## src/rtl/bitstream_classifier_if.sv

```systemverilog
// bitstream_classifier_if: classifier bus; master drives compute/bits_in, slave returns count_out/class_out/valid/busy/overrun
interface bitstream_classifier_if #(
  parameter int N_CLASSES = 3,
  parameter int CNT_W = 10,
  parameter int CLS_W = N_CLASSES > 1 ? $clog2(N_CLASSES) : 1
);
  logic compute;
  logic [N_CLASSES-1:0] bits_in;
  logic [N_CLASSES*CNT_W-1:0] count_out;
  logic [CLS_W-1:0] class_out;
  logic valid;
  logic busy;
  logic overrun;
  modport master(output compute, bits_in, input count_out, class_out, valid, busy, overrun);
  modport slave(input compute, bits_in, output count_out, class_out, valid, busy, overrun);
endinterface

```

## src/rtl/bitstream_classifier.sv

```systemverilog
// bitstream_classifier: counts ones per class over a compute window and reports argmax; ports clk, rst, bus (slave: compute/bits_in in, count_out/class_out/valid/busy/overrun out)
module bitstream_classifier #(
  parameter int N_CLASSES = 3,
  parameter int BITSTREAM_LENGTH = 256,
  parameter int CNT_W = 10
) (
  input logic clk,
  input logic rst,
  bitstream_classifier_if.slave bus
);
  localparam int CLS_W = N_CLASSES > 1 ? $clog2(N_CLASSES) : 1;
  typedef enum logic [1:0] {IDLE, ACCUM, DONE} state_t;
  state_t state_q;
  logic [N_CLASSES-1:0][CNT_W-1:0] cnt_q, cnt_d, cnt_ld, count_q;
  logic [CNT_W-1:0] win_q, win_d, best_cnt;
  logic [CLS_W-1:0] best_idx, class_q;
  logic valid_q, busy_q, overrun_q;
  always_comb begin
    win_d = win_q + CNT_W'(win_q != '1);
    best_idx = '0;
    best_cnt = cnt_q[0];
    for (int k = 0; k < N_CLASSES; k++) begin
      cnt_d[k] = cnt_q[k] + CNT_W'(bus.bits_in[k] && cnt_q[k] != '1);
      cnt_ld[k] = CNT_W'(bus.bits_in[k]);
      if (cnt_q[k] > best_cnt) begin
        best_cnt = cnt_q[k];
        best_idx = CLS_W'(k);
      end
    end
  end
  always_ff @(posedge clk) begin
    if (rst) begin
      state_q <= IDLE;
      cnt_q <= '0;
      count_q <= '0;
      win_q <= '0;
      class_q <= '0;
      valid_q <= 1'b0;
      busy_q <= 1'b0;
      overrun_q <= 1'b0;
    end else begin
      valid_q <= 1'b0;
      busy_q <= 1'b0;
      if (state_q == ACCUM) begin
        if (bus.compute) begin
          cnt_q <= cnt_d;
          win_q <= win_d;
          overrun_q <= overrun_q | (win_q >= CNT_W'(BITSTREAM_LENGTH) && win_q != '1);
          busy_q <= 1'b1;
        end else begin
          state_q <= DONE;
          count_q <= cnt_q;
          class_q <= best_idx;
          valid_q <= 1'b1;
        end
      end else if (bus.compute) begin
        state_q <= ACCUM;
        cnt_q <= cnt_ld;
        win_q <= CNT_W'(1);
        overrun_q <= 1'b0;
        busy_q <= 1'b1;
      end else begin
        state_q <= IDLE;
      end
    end
  end
  assign bus.count_out = count_q;
  assign bus.class_out = class_q;
  assign bus.valid = valid_q;
  assign bus.busy = busy_q;
  assign bus.overrun = overrun_q;
endmodule

```

## src/flat_wrapper.sv

```systemverilog
// flat-port wrapper written by rule: the top's interface ports become plain ports
module bitstream_classifier_flat 
#(
  parameter int N_CLASSES = 3,
  parameter int BITSTREAM_LENGTH = 256,
  parameter int CNT_W = 10
)
  (clk, rst, bus_compute, bus_bits_in, bus_count_out, bus_class_out, bus_valid, bus_busy, bus_overrun);
  bitstream_classifier_if #(.N_CLASSES(N_CLASSES), .CNT_W(CNT_W)) bus_i ();
  input logic clk;
  input logic rst;
  input wire logic [$bits(bus_i.compute)-1:0] bus_compute;
  input wire logic [$bits(bus_i.bits_in)-1:0] bus_bits_in;
  output wire logic [$bits(bus_i.count_out)-1:0] bus_count_out;
  output wire logic [$bits(bus_i.class_out)-1:0] bus_class_out;
  output wire logic [$bits(bus_i.valid)-1:0] bus_valid;
  output wire logic [$bits(bus_i.busy)-1:0] bus_busy;
  output wire logic [$bits(bus_i.overrun)-1:0] bus_overrun;
  assign bus_i.compute = bus_compute;
  assign bus_i.bits_in = bus_bits_in;
  assign bus_count_out = bus_i.count_out;
  assign bus_class_out = bus_i.class_out;
  assign bus_valid = bus_i.valid;
  assign bus_busy = bus_i.busy;
  assign bus_overrun = bus_i.overrun;
  bitstream_classifier #(.N_CLASSES(N_CLASSES), .BITSTREAM_LENGTH(BITSTREAM_LENGTH), .CNT_W(CNT_W)) u_core (.clk(clk), .rst(rst), .bus(bus_i));
endmodule
```

## config.mk

```make
export PLATFORM = sky130hd
export DESIGN_NAME = bitstream_classifier_flat
export DESIGN_NICKNAME = d
export VERILOG_FILES = /design/src/rtl/bitstream_classifier_if.sv /design/src/rtl/bitstream_classifier.sv /design/src/flat_wrapper.sv
export SDC_FILE = /design/constraint.sdc
export NUM_CORES = 1
export LEC_CHECK = 0
export ABC_AREA = 1
export CAP_MARGIN = 20
export CORE_MARGIN = 5
export CORE_UTILIZATION = 31
export CTS_BUF_LIST = sky130_fd_sc_hd__clkbuf_4 sky130_fd_sc_hd__clkbuf_8
export CTS_CLUSTER_DIAMETER = 60
export DETAILED_ROUTE_END_ITERATION = 7
export MAX_ROUTING_LAYER = met4
export PLACE_DENSITY = 0.59
export SYNTH_ARGS = -nofsm -noshare
export SYNTH_HDL_FRONTEND = slang
export SYNTH_SLANG_ARGS = --single-unit
```

## constraint.sdc

```tcl
create_clock -name clk -period 3.02 [get_ports clk]
set_clock_uncertainty 0.05 [all_clocks]
set_input_delay 0.604 -clock clk [delete_from_list [all_inputs] [get_ports clk]]
set_output_delay 0.604 -clock clk [all_outputs]
set_load 0.005 [all_outputs]
```

* After elaboration in Yosys (flattened, before gate mapping) *
Index checks and enable logic that the tools add are counted.

cells by class
  add/sub/neg operators = 4
  magnitude comparators = 3
  equality and inequality tests = 6
  multiplexer cells = 17
  bitwise logic cells = 3
  reductions and logical operators = 6

operators with widths
  cell                                                                    count
  30-bit two-way mux                                                      3
  10-bit by 1-bit adder with 10-bit output                                4
  10-bit two-way mux                                                      4
  10-bit != test, second input constant                                   4
  10-bit > comparator                                                     2
  10-bit by 9-bit >= comparator with 1-bit output, second input constant  1
  1-bit two-way mux                                                       7
  2-bit two-way mux                                                       3
  1-bit logical AND                                                       4
  2-bit by 1-bit equality test with 1-bit output, second input constant   1
  2-bit != test, second input constant                                    1
  1-bit inverter                                                          2
  2-bit AND reduction                                                     1
  2-bit OR reduction                                                      1
  1-bit OR                                                                1

storage, ports and cells
  register bits after elaboration = 77
  logic and storage cells = 51

* Longest topological paths before layout *
Gate-level depths: netlist (run 1).

  depth after elaboration = 5
  depth in mapped cells = 23
  depth with buffers taken out = 22

* Worst setup path after synthesis (run 1) *
OpenSTA, ideal clock, no wires.

  path kind = flip-flop to flip-flop
  start = reg u_core.cnt_q[8] (netlist name)
  end = reg u_core.class_q[0], in the netlist u_core.bus.class_out[0]
  arrival time = 2.444 ns
  data required time = 2.841 ns
  setup slack = 0.398 ns
  stages on the path, launching flop included = 21
  period minus slack after synthesis = 2.622 ns
  cell sequence = dfxtp_1 inv_1 ha_1 nand2_1 nor2_1 nand3_1 nand3_1 nand2_1 clkbuf_1 nand2_1 o21ai_0 ha_1 nand2_1 nor2_1 inv_1 a21oi_1 nor2_1 nor2_1 nor2_1 nor2_1 nor2_1

on the way
  word-level cells in the longest chain between the ends = 4
  elaborated cells between the ends (all ways) = 5

RTL lines
  what                    RTL line                    RTL
  from (decl)             bitstream_classifier.sv:14  logic [N_CLASSES-1:0][CNT_W-1:0] cnt_q, cnt_d, cnt_ld, count_q;
  from (signal assigned)  bitstream_classifier.sv:46  cnt_q <= cnt_d;
  from (signal assigned)  bitstream_classifier.sv:58  cnt_q <= cnt_ld;
  10-bit > comparator     bitstream_classifier.sv:25  if (cnt_q[k] > best_cnt) begin
  10-bit two-way mux      bitstream_classifier.sv:25
  10-bit > comparator     bitstream_classifier.sv:25
  2-bit two-way mux *     bitstream_classifier.sv:25
  to (signal assigned)    bitstream_classifier.sv:53  class_q <= best_idx;
  to (decl)               bitstream_classifier.sv:16  logic [CLS_W-1:0] best_idx, class_q;

Mark *: on every way between the ends. The rest lies on a longest branch, timed or not.
A chain may end at the register's enable or synchronous reset.

* Final worst setup path (run 1) *
  start = reg u_core.cnt_q[9] (netlist name)
  end = reg u_core.class_q[0], in the netlist u_core.bus.class_out[0]

Same word-level chain as after synthesis.

==> qor.yml, run 1 <==
place:
  place_area_um2: 4387
  routabilityCongestion: 0.8049
  numPortBuffers: 40
  dp.cells: 694
  place_hpwl_um: 7415
drt:
  first_pass_iters: 4
  via_count: 3431
  routed_wl_um: 9856
  drt-initial-drc-count: 121
  vias_per_cell: 4.832
  wire_per_inst_um: 13.88
  ant_nets: 0
  route.detailed.drc: 0
grt:
  busiest_layer: "met2"
  grt.met3_usage: 0.03507
  first_global_vias: 3459
  grt_overflow: 0
  antenna_found_initial: 0
  grt_max_degree: 36
  met1_usage: 0.1727
  grtUsageMet2: 0.2586
  grt_pass1_wl_um: 16770
  track_usage: 0.1501
critical_path:
  crit_path_cell_trace: "inv_1 -> ha_1 -> nand2_1 -> nor2_2 -> nand4_1 -> nand2_4 -> buf_4 -> o21ai_0 -> ha_1 -> nand2_1 -> nor2_1 -> nand3_1 -> nand2_1 -> nor2_1 -> nor2_1 -> nor2_1 -> nor2_1 -> nor2_1"
  cp.required_ns: 3.23
  r2r-end: "u_core.bus.class_out[0]"
  r2r_setup_slack_ns: 0.25
  r2r_start: "u_core.cnt_q[9]"
  slowest_delay_ns: 0.36
  critical_path_class: "reg -> reg"
  startpoint_type: "flop"
  cp-end-kind: "flop"
  arrival_ns: 2.97
  cp_slowest_cell: "dfxtp_1"
  critical-path-top-cell-by-count: "nor2_1"
  worst-path-max-fanout: 15
  reg2reg_depth: 18
pwr:
  p_leak_nw: 1.984
  ir_worst_vdd_mv: 0.2931
  total_power_w: 0.002217
  p_per_area_nw_per_um2: 477.7
worst_hold_path:
  hold_path_class: "reg -> reg"
  holdPathStages: 2
  worstHoldEndpoint: "u_core.bus.overrun"
  hp-start: "u_core.bus.overrun"
timing:
  relSlewSlack: 0.6478
  drv_slew: 0
  finalSetupViolations: 0
  hold_viol: 0
  tightest_slew_ns: 0.5277
  tns_ns: 0
  clock.fmax_mhz: 361.6
  fin_crit_ns: 2.766
  period_share: 0.9158
status:
  status: "finished, final reports clean"
clocking:
  cts_tree: "built"
  cts_root_buffer: "clkbuf_8"
  cts.clk_slew.worst_paths_ns: 0.08
  clkSinkCount: 77
  post_cts.repair.setup_buffers: 0
  ctsHoldBuffers: 0
  cts_buffers: 9
  htreeDepth: 3
  cts.path.max_buffers: 2
  worstSkewPairLatency_ns: 0.36
final_layout:
  instances_no_fill: 710
  num_antenna_cells: 0
  layout_commonest_cell: "nand2_1"
  post-route-util: 0.4031
  drive_gt1_frac: 0.09347
  mostFrequentLayoutCells: "nand2_1, dfxtp_1, nor2_1"
  nNetsFinal: 596
  areaGrowthSynthToFinish_pct: 25.89
  final_area_um2: 4642
floorplan:
  start_util: 0.3202
  ios: 41
  die_h_um: 119.1
  die_w_um: 119.1
  dieArea_um2: 14180
  row_count: 39
  core_area_um2: 11520
yosys:
  async_flop_share: 0
  synthesis.area_um2: 3687
  synthDistinctLibCells: 29
  netlist_instances: 503
  syn_nets: 537
  synth_warnings: 0
  synth_enable_flop_cells: 0
  synth_seq_cells: 77
  synth-main-ff-cell: "dfxtp_1"
  avgSynthCellArea_um2: 7.331
  seq_area_frac_synth: 0.4181
run:
  cap_violations: 0
## cell families (layout without fill, tap and decap cells)
logic type,count (synthesis),in the layout,share of synthesized area
flops,77,77,0.4181
simple gates,207,207,0.2389
buf+inv,78,142,0.08381
fa+ha+maj,28,28,0.09501
compound gates,109,109,0.1547
xor+xnor,4,4,0.009500
## state kept, by name (all words and copies together), names as in the netlist
signal	flops
u_core.state_q	2
u_core.bus.valid	1
u_core.bus.overrun	1
u_core.cnt_q	30
u_core.bus.class_out	2
u_core.win_q	10
u_core.bus.busy	1
u_core.bus.count_out	30
## report_power, final
group / internal, W / switching, W / leakage (nW)
registers: 0.00104 / 0.0000134 / 0.625
logic: 0.0000973 / 0.000135 / 1.24
clock network: 0.000546 / 0.000387 / 0.123
total: 0.00168 / 0.000536 / 1.98
## how the worst max path moves through the flow
stage / startpoint / end / depth (start not counted)
2_1_floorplan: u_core.cnt_q[8] / u_core.bus.class_out[0] / 20
3_3_place_gp: u_core.cnt_q[9] / u_core.bus.class_out[0] / 19
3_5_place_dp: u_core.cnt_q[9] / u_core.bus.class_out[0] / 19
4_1_cts: u_core.cnt_q[9] / u_core.bus.class_out[0] / 19
5_1_grt: u_core.cnt_q[5] / u_core.bus.class_out[0] / 18
6_report: u_core.cnt_q[9] / u_core.bus.class_out[0] / 18
## area by class of cell
| class | instances | area, um^2 |
|---|---|---|
| tap | 143 | 178.9 |
| sequential | 77 | 1541 |
| timing repair buffer | 65 | 600.6 |
| clock buffer | 9 | 123.9 |
| multi-input combinational | 348 | 1854 |
| clock inverter | 7 | 113.9 |
| fill | 1190 | 6874 |
| inverter | 61 | 229.0 |
## critical path, delay by kind of cell, from the launching register on
kind,cells,cell delay (ns)
adder cells (fa/ha/maj),2,0.61
AND/OR/NAND/NOR,13,1.31
buffers and inverters,2,0.27
AO/OA/AOI/OAI,1,0.08
flip-flops,1,0.36
## stage by stage
step	hold WS, ns	setup slack (ns)
final	0.4040	0.2542
after CTS	0.4126	0.03629
after detailed placement	0.4014	0.03635
after global placement	0.3959	0.1933
after global routing	0.4433	-0.004701
after floorplan	0.3927	0.3976
## timing repair
item,4_1_cts,5_1_grt
setup endpoints to repair,0,2
endpoints found under the hold margin,0,0
resized for setup,0,5
## routing by layer
layer / wire length [um] / vias up / share of wire
met5: 0 / - / 0
met4: 121 / 0 / 0.012
met1: 4429 / 1590 / 0.45
met2: 4987 / 51 / 0.51
li1: - / 1777 / -
met3: 318 / 13 / 0.032
## Yosys cell counts (3+ instances only)
cell | instances | area share
nand2_1 | 89 | 0.091
dfxtp_1 | 77 | 0.42
nor2_1 | 66 | 0.067
inv_1 | 58 | 0.059
o21ai_0 | 53 | 0.072
a21oi_1 | 45 | 0.061
ha_1 | 28 | 0.095
nand3_1 | 20 | 0.027
nor3_1 | 15 | 0.020
clkbuf_1 | 8 | 0.0081
buf_2 | 7 | 0.0095
nand4_1 | 7 | 0.012
xor2_1 | 4 | 0.0095
nor2_2 | 3 | 0.0051
o31ai_1 | 3 | 0.0061
Power figures use the tool's default switching activity.
==> run 2: changes to the inputs <==
CORE_UTILIZATION = 58   (was 31)
PLACE_DENSITY = 0.92   (was 0.59)
==> run 2 against run 1 <==
Compared with the run above: hold slack better by 0.0082 ns; combinational power is 2% lower; cell count down 10%; first-iteration DRC count grew to 2.6 times the previous value; design area shrank 2.6%; clock power increased by 13%; count of clock-buffer cells in the layout rose by 1; routed wire length decreased by 5.3%; global-route usage up 9.0 points; non-clock buffer count is 8 lower.
==> qor.yml, run 2 (same netlist as run 1, synthesis figures left out) <==
status:
  status: "finished, final reports clean"
place:
  place_hpwl_um: 6695  # -9.7%
  place_area_um2: 4232  # -3.5%
  routabilityCongestion: 0.8910  # +11%
  numPortBuffers: 40  # unchanged
critical_path:
  critical_path_class: "reg -> reg"
  worst-path-max-fanout: 20  # +5
  r2r_setup_slack_ns: 0.25  # about the same
  r2r-end: "u_core.bus.class_out[0]"
  reg2reg_depth: 19  # +1
  arrival_ns: 2.98  # about the same
  startpoint_type: "flop"
  cp.required_ns: 3.22  # about the same
  cp-end-kind: "flop"
  r2r_start: "u_core.cnt_q[9]"
clocking:
  cts_buffers: 9  # unchanged
  htreeDepth: 3  # unchanged
  cts.clk_slew.worst_paths_ns: 0.08  # about the same
  cts.path.max_buffers: 2  # unchanged
  post_cts.repair.setup_buffers: 0  # unchanged
  clkSinkCount: 77  # unchanged
  worstSkewPairLatency_ns: 0.36  # about the same
  cts_tree: "built"
  cts_root_buffer: "clkbuf_8"
  ctsHoldBuffers: 0  # unchanged
grt:
  first_global_vias: 3423  # -1.0%
  grt_max_degree: 35  # -2.8%
  antenna_found_initial: 0  # unchanged
  grt_pass1_wl_um: 15500  # -7.5%
  track_usage: 0.2402  # +0.09007
  grt_overflow: 0  # unchanged
worst_hold_path:
  hold_path_class: "reg -> reg"
  hp-start: "u_core.bus.overrun"
  holdPathStages: 2  # unchanged
  worstHoldEndpoint: "u_core.bus.overrun"
drt:
  wire_per_inst_um: 14.68  # +5.7%
  ant_nets: 0  # unchanged
  routed_wl_um: 9334  # -5.3%
  first_pass_iters: 7  # +3
  via_count: 3529  # +2.9%
  drt-initial-drc-count: 318  # +160%
  route.detailed.drc: 0  # unchanged
  vias_per_cell: 5.549  # +15%
timing:
  drv_slew: 0  # unchanged
  clock.fmax_mhz: 360.7  # -0.23%
  period_share: 0.9180  # +0.002124
  hold_slack_ns: 0.4122  # +0.008161 ns
  relSlewSlack: 0.6212  # -0.02664
  tightest_slew_ns: 0.5665  # +0.03876 ns
  fin_crit_ns: 2.772  # +0.006414 ns
  tns_ns: 0  # unchanged
  finalSetupViolations: 0  # unchanged
  hold_viol: 0  # unchanged
final_layout:
  areaGrowthSynthToFinish_pct: 22.63
  multiInputGateArea_um2: 1854  # unchanged
  n_fill_cell: 471  # -60%
  ff_latch_area_um2: 1543  # about the same
  num_antenna_cells: 0  # unchanged
  post-route-util: 0.7204  # +0.3173
  layout_commonest_cell: "nand2_1"
  mostFrequentLayoutCells: "nand2_1, dfxtp_1, nor2_1"
  nNetsFinal: 588  # -1.3%
  drive_gt1_frac: 0.08229  # -0.01118
  final_area_um2: 4522  # -2.6%
floorplan:
  start_util: 0.5874  # +0.2672
  row_count: 29  # -26%
  die_h_um: 89.74  # -25%
  dieArea_um2: 8052  # -43%
  core_area_um2: 6277  # -45%
  die_w_um: 89.74  # -25%
  ios: 41  # unchanged
pwr:
  p_per_area_nw_per_um2: 513.7  # +7.5%
  p_leak_nw: 1.962  # -1.1%
  ir_worst_vdd_mv: 0.5218  # +78%
run:
  cap_violations: 0  # unchanged
## run 2: cell count changes in the layout (fill, tap and decap cells not counted)
cell	previous run	this run
buf_12	1	0
buf_4	24	17
bufinv_16	3	4
clkbuf_8	9	10
clkinv_2	3	1
dfxtp_1	77	76
dfxtp_2	0	1
## run 2: worst max-delay path by stage
stage,to,depth (start not counted),slack [ns],start
after detailed placement,u_core.bus.class_out[0],19,-0.02,u_core.cnt_q[8]
after global routing,u_core.bus.class_out[0],18,-0.07,u_core.cnt_q[9]
after global placement,u_core.bus.class_out[0],19,0.18,u_core.cnt_q[8]
after floorplan,u_core.bus.class_out[0],20,0.40,u_core.cnt_q[8]
final,u_core.bus.class_out[0],19,0.25,u_core.cnt_q[9]
after CTS,u_core.bus.class_out[0],19,0.11,u_core.cnt_q[8]
## run 2: stage by stage
stage	worst slack (ns)	total power, W	std cells
floorplan	0.3976	0.001210	503
CTS	0.1128	0.002327	636
global route	-0.06555	0.002408	636
global placement	0.1837	0.001284	620
finish	0.2478	0.002323	636
detailed placement	-0.01978	0.001293	620
## run 2: area by class of cell
| class | count | share of cell area |
|---|---|---|
| multi-input combinational | 348 | 0.4101 |
| sequential | 77 | 0.3412 |
| timing repair buffer | 57 | 0.1168 |
| inverter | 61 | 0.05064 |
| clock buffer | 10 | 0.03044 |
| clock inverter | 6 | 0.02961 |
| tap | 77 | 0.02131 |
## run 2: where the power goes
| part | switching (W) | internal, W | leakage, nW |
|---|---|---|---|
| Combinational | 0.000134 | 0.0000935 | 1.20 |
| Clock | 0.000390 | 0.000655 | 0.136 |
| Sequential | 0.0000119 | 0.00104 | 0.625 |
## run 2: critical path, cell delays in order (launching register included)
cell and delay [ns]:
dfxtp_1 0.36, inv_1 0.10, ha_1 0.31, nand2_1 0.08
nor2_2 0.15, nand3_1 0.11, nand3_2 0.12, nand2_4 0.12
nand2_1 0.08, o21ai_0 0.10, ha_1 0.31, nand2_1 0.08
nor2_2 0.15, inv_1 0.05, a21oi_1 0.11, nor2_1 0.06
nor2_1 0.12, nor2_1 0.06, nor2_1 0.08, nor2_1 0.05
## run 2: repair_timing
action | CTS | global route
setup endpoints to repair | 1 | 2
gates cloned | 0 | 0
resized for setup | 1 | 5
pin swaps | 0 | 2
## run 2: routing by layer
| metal | up-vias | part of all wire | track usage | routed length [um] |
|---|---|---|---|---|
| li1 | 1749 | - | - | - |
| met1 | 1623 | 0.40 | 0.2682 | 3722 |
| met2 | 127 | 0.50 | 0.3994 | 4712 |
| met3 | 30 | 0.067 | 0.06344 | 629 |
| met4 | 0 | 0.029 | 0.1108 | 269 |
| met5 | - | 0 | - | 0 |
